**config.mk**
```make
export PLATFORM = sky130hd
export DESIGN_NAME = wb_trace_buffer
export DESIGN_NICKNAME = d
export VERILOG_FILES = /design/src/rtl/wb_trace_pkg.sv /design/src/rtl/wb_trace_fifo.sv /design/src/rtl/wb_trace_buffer.sv
export SDC_FILE = /design/constraint.sdc
export NUM_CORES = 2
export LEC_CHECK = 0
export CAP_MARGIN = 20
export CORE_MARGIN = 2
export CORE_UTILIZATION = 50
export DETAILED_ROUTE_END_ITERATION = 10
export HOLD_SLACK_MARGIN = 0.12
export PLACE_DENSITY = 0.72
export SKIP_LAST_GASP = 1
export SLEW_MARGIN = 15
export SYNTH_ARGS = -nofsm -noshare
export SYNTH_HDL_FRONTEND = slang
export SYNTH_SLANG_ARGS = --single-unit
```
**constraint.sdc**
```tcl
create_clock -name clk -period 10.11 [get_ports clk]
set_clock_uncertainty 0.2 [all_clocks]
set_input_delay 1.011 -clock clk [delete_from_list [all_inputs] [get_ports clk]]
set_output_delay 1.011 -clock clk [all_outputs]
set_load 0.005 [all_outputs]
```
**src/rtl/wb_trace_pkg.sv**
```systemverilog
// =============================================================================
// Module      : wb_trace_pkg
// Description : Shared types and widths for the writeback trace buffer.
// Revision    : 1.0 - initial release
// =============================================================================
`default_nettype none

package wb_trace_pkg;

    localparam int SEQ_W      = 16;
    localparam int TRACE_XLEN = 32;
    localparam int RD_W       = 5;

    typedef struct packed {
        logic [SEQ_W-1:0]      seq;
        logic [TRACE_XLEN-1:0] pc;
        logic [RD_W-1:0]       rd;
        logic [TRACE_XLEN-1:0] data;
    } trace_entry_t;

    typedef enum logic [1:0] {
        CAPTURE = 2'd0,
        DRAIN   = 2'd1,
        DONE    = 2'd2
    } trace_state_e;

    function automatic int entry_width(input int xlen);
        return SEQ_W + 2 * xlen + RD_W;
    endfunction

endpackage

`default_nettype wire

```
**src/rtl/wb_trace_fifo.sv**
```systemverilog
// =============================================================================
// Module      : wb_trace_fifo
// Description : Circular entry store with occupancy count and show-ahead head.
// Revision    : 1.0 - initial release
// =============================================================================
`default_nettype none

module wb_trace_fifo #(
    parameter int DEPTH = 16,
    parameter int WIDTH = 85
) (
    input  logic                     clk,
    input  logic                     reset,
    input  logic                     push,
    input  logic                     pop,
    input  logic                     overwrite,
    input  logic [WIDTH-1:0]         wdata,
    output logic [WIDTH-1:0]         rdata,
    output logic [$clog2(DEPTH):0]   count,
    output logic                     full,
    output logic                     empty
);

    localparam int c_PTR_W = $clog2(DEPTH);
    localparam int c_CNT_W = c_PTR_W + 1;

    logic [WIDTH-1:0]   r_mem [DEPTH];
    logic [c_PTR_W-1:0] r_wr_ptr;
    logic [c_PTR_W-1:0] r_rd_ptr;
    logic [c_CNT_W-1:0] r_count;

    logic w_push;
    logic w_pop;
    logic w_ovw;
    logic w_write;
    logic w_read;

    assign full    = (r_count == c_CNT_W'(DEPTH));
    assign empty   = (r_count == '0);
    assign w_push  = push & ~full;
    assign w_pop   = pop & ~empty;
    // Overwrite replaces the oldest entry: both pointers move, count holds.
    assign w_ovw   = overwrite & full;
    assign w_write = w_push | w_ovw;
    assign w_read  = w_pop | w_ovw;

    generate
        for (genvar i = 0; i < DEPTH; i++) begin : g_entry
            always_ff @(posedge clk) begin
                if (!reset) begin
                    r_mem[i] <= '0;
                end else if (w_write && (r_wr_ptr == c_PTR_W'(i))) begin
                    r_mem[i] <= wdata;
                end
            end
        end
    endgenerate

    always_ff @(posedge clk) begin
        if (!reset) begin
            r_wr_ptr <= '0;
            r_rd_ptr <= '0;
            r_count  <= '0;
        end else begin
            if (w_write) r_wr_ptr <= r_wr_ptr + c_PTR_W'(1);
            if (w_read)  r_rd_ptr <= r_rd_ptr + c_PTR_W'(1);
            if (w_push && !w_pop)      r_count <= r_count + c_CNT_W'(1);
            else if (w_pop && !w_push) r_count <= r_count - c_CNT_W'(1);
        end
    end

    assign rdata = r_mem[r_rd_ptr];
    assign count = r_count;

endmodule

`default_nettype wire

```
**src/rtl/wb_trace_buffer.sv**
```systemverilog
// =============================================================================
// Module      : wb_trace_buffer
// Description : Captures pipeline writebacks and drains them oldest-first on
//               a dump request. Define WB_TRACE_OVERWRITE_EN to overwrite the
//               oldest entry when full instead of dropping the new event.
// Revision    : 1.0 - initial release
// =============================================================================
`default_nettype none

module wb_trace_buffer
    import wb_trace_pkg::*;
#(
    parameter int DEPTH = 16,
    parameter int XLEN  = 32
) (
    input  logic                   clk,
    input  logic                   reset,
    input  logic                   wb_e,
    input  logic [4:0]             wb_a,
    input  logic [XLEN-1:0]        wb_d,
    input  logic [XLEN-1:0]        pc_in,
    input  logic                   dump,
    output logic                   out_valid,
    input  logic                   out_ready,
    output logic [15:0]            out_seq,
    output logic [XLEN-1:0]        out_pc,
    output logic [4:0]             out_rd,
    output logic [XLEN-1:0]        out_data,
    output logic [$clog2(DEPTH):0] count,
    output logic                   overflow,
    output logic                   drain_done
);

    localparam int c_ENTRY_W = entry_width(XLEN);

    trace_state_e         r_state;
    trace_state_e         w_next_state;
    logic                 r_dump_q;
    logic [SEQ_W-1:0]     r_seq;
    logic                 r_overflow;

    logic                 w_event;
    logic                 w_dump_rise;
    logic                 w_push;
    logic                 w_pop;
    logic                 w_overwrite;
    logic                 w_lost;
    logic                 w_full;
    logic                 w_empty;
    logic [c_ENTRY_W-1:0] w_wdata;
    logic [c_ENTRY_W-1:0] w_head;

    assign w_event     = wb_e && (wb_a != 5'd0);
    assign w_dump_rise = dump && !r_dump_q;
    assign w_wdata     = {r_seq, pc_in, wb_a, wb_d};

    wb_trace_fifo #(
        .DEPTH (DEPTH),
        .WIDTH (c_ENTRY_W)
    ) u_fifo (
        .clk       (clk),
        .reset     (reset),
        .push      (w_push),
        .pop       (w_pop),
        .overwrite (w_overwrite),
        .wdata     (w_wdata),
        .rdata     (w_head),
        .count     (count),
        .full      (w_full),
        .empty     (w_empty)
    );

    always_comb begin
        w_next_state = r_state;
        w_push       = 1'b0;
        w_overwrite  = 1'b0;
        w_pop        = 1'b0;
        w_lost       = 1'b0;
        out_valid    = 1'b0;
        drain_done   = 1'b0;
        case (r_state)
            CAPTURE: begin
                // An event coinciding with the dump edge is still stored.
                if (w_event) begin
                    if (!w_full) begin
                        w_push = 1'b1;
                    end else begin
`ifdef WB_TRACE_OVERWRITE_EN
                        w_overwrite = 1'b1;
`endif
                        w_lost = 1'b1;
                    end
                end
                if (w_dump_rise) w_next_state = DRAIN;
            end
            DRAIN: begin
                out_valid = !w_empty;
                w_pop     = out_valid && out_ready;
                if (w_empty) w_next_state = DONE;
            end
            DONE: begin
                drain_done = 1'b1;
                if (!dump) w_next_state = CAPTURE;
            end
            default: w_next_state = CAPTURE;
        endcase
    end

    always_ff @(posedge clk) begin
        if (!reset) begin
            r_state    <= CAPTURE;
            r_dump_q   <= 1'b0;
            r_seq      <= '0;
            r_overflow <= 1'b0;
        end else begin
            r_state  <= w_next_state;
            r_dump_q <= dump;
            if (w_push || w_overwrite) r_seq <= r_seq + SEQ_W'(1);
            if (w_lost)                                r_overflow <= 1'b1;
            else if ((r_state == DONE) && !dump)       r_overflow <= 1'b0;
        end
    end

    assign {out_seq, out_pc, out_rd, out_data} = w_head;
    assign overflow = r_overflow;

endmodule

`default_nettype wire

```
==> Implementation_results.wiki <==
{| class="wikitable"
! Metric !! Value
|-
| Power per unit of standard cell area || 191 nW/um^2
|-
| Setup slack on the worst flop-to-flop path || 5.46 ns
|-
| Filler-free cell count of the finished design || 5550
|-
| F_max || 0.174 GHz
|-
| Switching power summed over all nets || 3.14 mW
|-
| Yosys warnings || 0
|-
| Setup repair after global routing missed its margin || no
|-
| Most used cells in the layout excluding fill and tap cells || 1360 x edfxtp_1, 1314 x and2_1, 425 x mux4_2, 165 x clkdlybuf4s50_1, 146 x clkbuf_16
|-
| Max-cap violations || 0
|-
| Standard-cell rows || 130
|-
| Clk Tree Root Cell || clkbuf_16
|-
| Clock network fraction of total power || 38.3%
|-
| Post-synthesis cell area || 62800 sq um
|-
| I/O Pins || 167
|-
| Number of port buffers || 166
|-
| Total leakage power || 24.3 nW
|-
| Total of hold buffers inserted after clock tree synthesis || 0
|-
| Placed instance count || 5285
|-
| First-pass iteration count of the detailed router || 5
|-
| Largest fanout on the critical path || 40
|-
| CP startpoint kind || flip-flop
|-
| Layout overhead on the synthesized area || 11.7%
|-
| Final design area excluding fillers || 70100 sq um
|-
| Fraction of registers with async set/reset || 0%
|-
| Largest net degree at the start of global routing || 149
|-
| Data arrival, critical path || 4.54 ns
|-
| Min-delay src || u_fifo.r_rd_ptr[3]
|-
| Share of total power in combinational logic || 11.2%
|-
| Post-detailed-placement cell area || 65600 sq um
|-
| Sequential share of power || 50.6%
|-
| R2R Path End || u_fifo.r_mem[9][67]
|-
| Initial DRC count || 3959
|-
| Clk Latency, worst-skew pair || 0.77 ns
|-
| Post-detailed-routing wire length || 157 mm
|-
| Number of setup violations in the final report || 0
|-
| Post-route fraction of the period consumed by the critical path || 56.9%
|-
| Global router's overall resource usage || 25.0%
|-
| Commonest register cell after synthesis || edfxtp_1
|-
| Number of storage elements in the synthesis netlist || 1397
|-
| Layout Nets || 3867
|-
| Detailed-route wire length per cell || 28.3 um
|-
| Fraction of the yosys area taken by sequential cells || 66.2%
|-
| Number of global-route vias before repair || 34200
|-
| DR vias || 33000
|-
| Slew at the pin closest to its max-slew limit || 1.19 ns
|-
| Net switching share of the total power || 23.4%
|-
| Starting density of the core || 50.2%
|-
| Antenna violations before repair || 19
|-
| Clock input transition at the sequential cells of the worst setup and hold paths || 0.06 ns
|-
| Num Clock Sinks || 1397
|-
| Result of the run || completed
|-
| Number of enable-type register cells in the synthesized netlist || 1360
|-
| R2r startpoint || u_fifo.count[0]
|-
| Ratio of cells with drive above 1 in the final layout || 19.3%
|-
| Total nets after synthesis || 3817
|-
| Worst slew margin relative to its limit || 20.8%
|-
| Post-DRT Antenna Nets || 0
|-
| Global placer's final weighted congestion || 0.769
|-
| Reg2Reg Depth || 7
|-
| Peak supply drop || 0.184 mV
|-
| Detailed-route vias per instance || 5.95
|-
| Syn Area/Cell || 16.8 sq um
|-
| Synth unique cells || 51
|-
| Leading cell type in the layout, fill and taps excluded || edfxtp_1
|-
| Internal power consumption || 10.3 mW
|-
| Post-route worst hold slack || 0.301 ns
|-
| Die Area || 128000 sq um
|-
| Cell depth of the worst min-delay path || 2
|-
| CTS tree || built
|-
| First-pass GRT wire length || 230 mm
|-
| Gates resized, CTS repair || 0
|-
| WS Path Type || flip-flop to output port
|-
| Overall die width || 358 um
|-
| Bufs on Longest Clock Path || 3
|-
| TritonCTS buffer count || 144
|-
| Gate Count Post-Synth || 3732
|-
| Total count of max-transition violations in the final report || 0
|-
| Setup TNS after final layout || 0 ns
|-
| Vertical die dimension || 358 um
|-
| Area of the core region || 125000 sq um
|-
| Number of buffers inserted to repair setup after CTS || 0
|-
| Hold Path Class || flip-flop to flip-flop
|-
| Required time worst endpoint || 8.90 ns
|-
| Number of remaining DRC errors || 0
|-
| Hold Fails Final Rpt || 0
|-
| Total half-perimeter wirelength after legalization and detailed placement || 82.2 mm
|-
| Worst Setup End Kind || output port
|-
| H-tree levels || 4
|-
| Overflow left after global routing || 0
|-
| Minimum clock period || 5.75 ns
|}
==> registers in the layout, summed over array words and instances (netlist names), named ones only <==
register and flops:
r_seq 16, r_dump_q 1, r_state 2, u_fifo.r_rd_ptr 4, u_fifo.r_mem 1360, u_fifo.count 5
u_fifo.r_wr_ptr 4, overflow 1
==> synth_stat cells, types with 2 or more instances <==
master	n	area share [%]
edfxtp_1	1360	65
and2_1	1314	13
mux4_2	425	15
clkbuf_1	236	1.4
buf_6	60	1.1
nor3_1	52	0.41
buf_2	40	0.32
dfxtp_1	37	1.2
o21ai_0	25	0.20
a21oi_1	21	0.17
nand2_1	18	0.11
nor2_1	12	0.072
ha_1	10	0.20
nand3_1	9	0.072
inv_1	8	0.048
mux2i_1	8	0.13
o31ai_1	8	0.096
or4_1	8	0.096
nor3_4	7	0.18
buf_1	6	0.036
nor3_2	6	0.096
or3_1	6	0.060
nand2b_1	4	0.040
or2_1	4	0.040
xor2_1	4	0.056
buf_4	3	0.036
clkinv_1	3	0.018
nand4_1	3	0.030
nor4_1	3	0.030
or2_2	3	0.030
a21o_1	2	0.024
and3_1	2	0.020
and4_1	2	0.028
nor2b_1	2	0.020
o2111ai_1	2	0.028
o211a_1	2	0.032
o21a_1	2	0.024
o41ai_1	2	0.028
==> routing by layer <==
layer	share of wire, %	track usage, %	up-vias
met5	0.060	0	-
met4	2.4	7.30	14
met3	9.5	5.50	242
met2	48	39.9	1598
met1	40	34.8	17200
li1	-	-	14000
==> final cells by class <==
| type | count | area (sq um) |
|---|---|---|
| clock buffers | 178 | 3780 |
| diodes | 4 | 10.0 |
| fillers | 9343 | 54900 |
| well taps | 1650 | 2060 |
| clock inverters | 82 | 698 |
| repair buffers | 250 | 2340 |
| inverters | 11 | 41.3 |
| multi-input cells | 1978 | 19600 |
| flip-flops and latches | 1397 | 41600 |
==> worst max-delay path by stage <==
stage | slack, ns | endpoint | startpoint | cells past startpoint
2_1_floorplan | 1.37 | u_fifo.r_mem[4][0] | wb_a[3] | 7
3_3_place_gp | 4.06 | u_fifo.r_mem[9][64] | wb_a[0] | 8
3_5_place_dp | 4.07 | u_fifo.r_mem[9][59] | wb_a[0] | 8
4_1_cts | 4.14 | out_pc[6] | flip-flop | 5
5_1_grt | 3.98 | out_pc[6] | flip-flop | 5
6_report | 4.36 | out_pc[6] | flip-flop | 5
==> power groups by stage <==
stage	Combinational [mW]	Clock [mW]	Sequential [mW]
2_1_floorplan	0.901	0	6.91
3_3_place_gp	1.51	0	6.88
3_5_place_dp	1.51	0	6.90
4_1_cts	1.52	5.19	6.78
5_1_grt	1.59	5.41	6.81
6_report	1.50	5.13	6.78
==> cell families (layout without fill, tap and decap cells) <==
group / count (synthesis) / after routing / synth area share (%)
mux: 433 / 433 / 15.4
compound gates: 69 / 69 / 0.675
simple gates: 1460 / 1460 / 14.5
other cells: 0 / 4 / 0
fa+ha+maj: 11 / 11 / 0.231
flops: 1397 / 1397 / 66.2
buf+inv: 357 / 521 / 2.97
xor+xnor: 5 / 5 / 0.0697
==> metrics by stage <==
| stage | util [%] | worst slack [ns] | total power, mW |
|---|---|---|---|
| CTS | 56.1 | 4.14 | 13.5 |
| global placement | 52.5 | 4.06 | 8.40 |
| detailed placement | 52.5 | 4.07 | 8.41 |
| finish | 56.1 | 4.36 | 13.4 |
| floorplan | - | 1.37 | 7.81 |
| global route | 56.1 | 3.98 | 13.8 |
==> critical path: stages, from the launching register on <==
cell             delay, ns
dfxtp_4               0.92
buf_4                 0.66
buf_4                 0.57
mux4_2                0.59
mux4_2                0.52
clkdlybuf4s50_1       0.47
No activity file was read; power rests on OpenSTA's default activity.
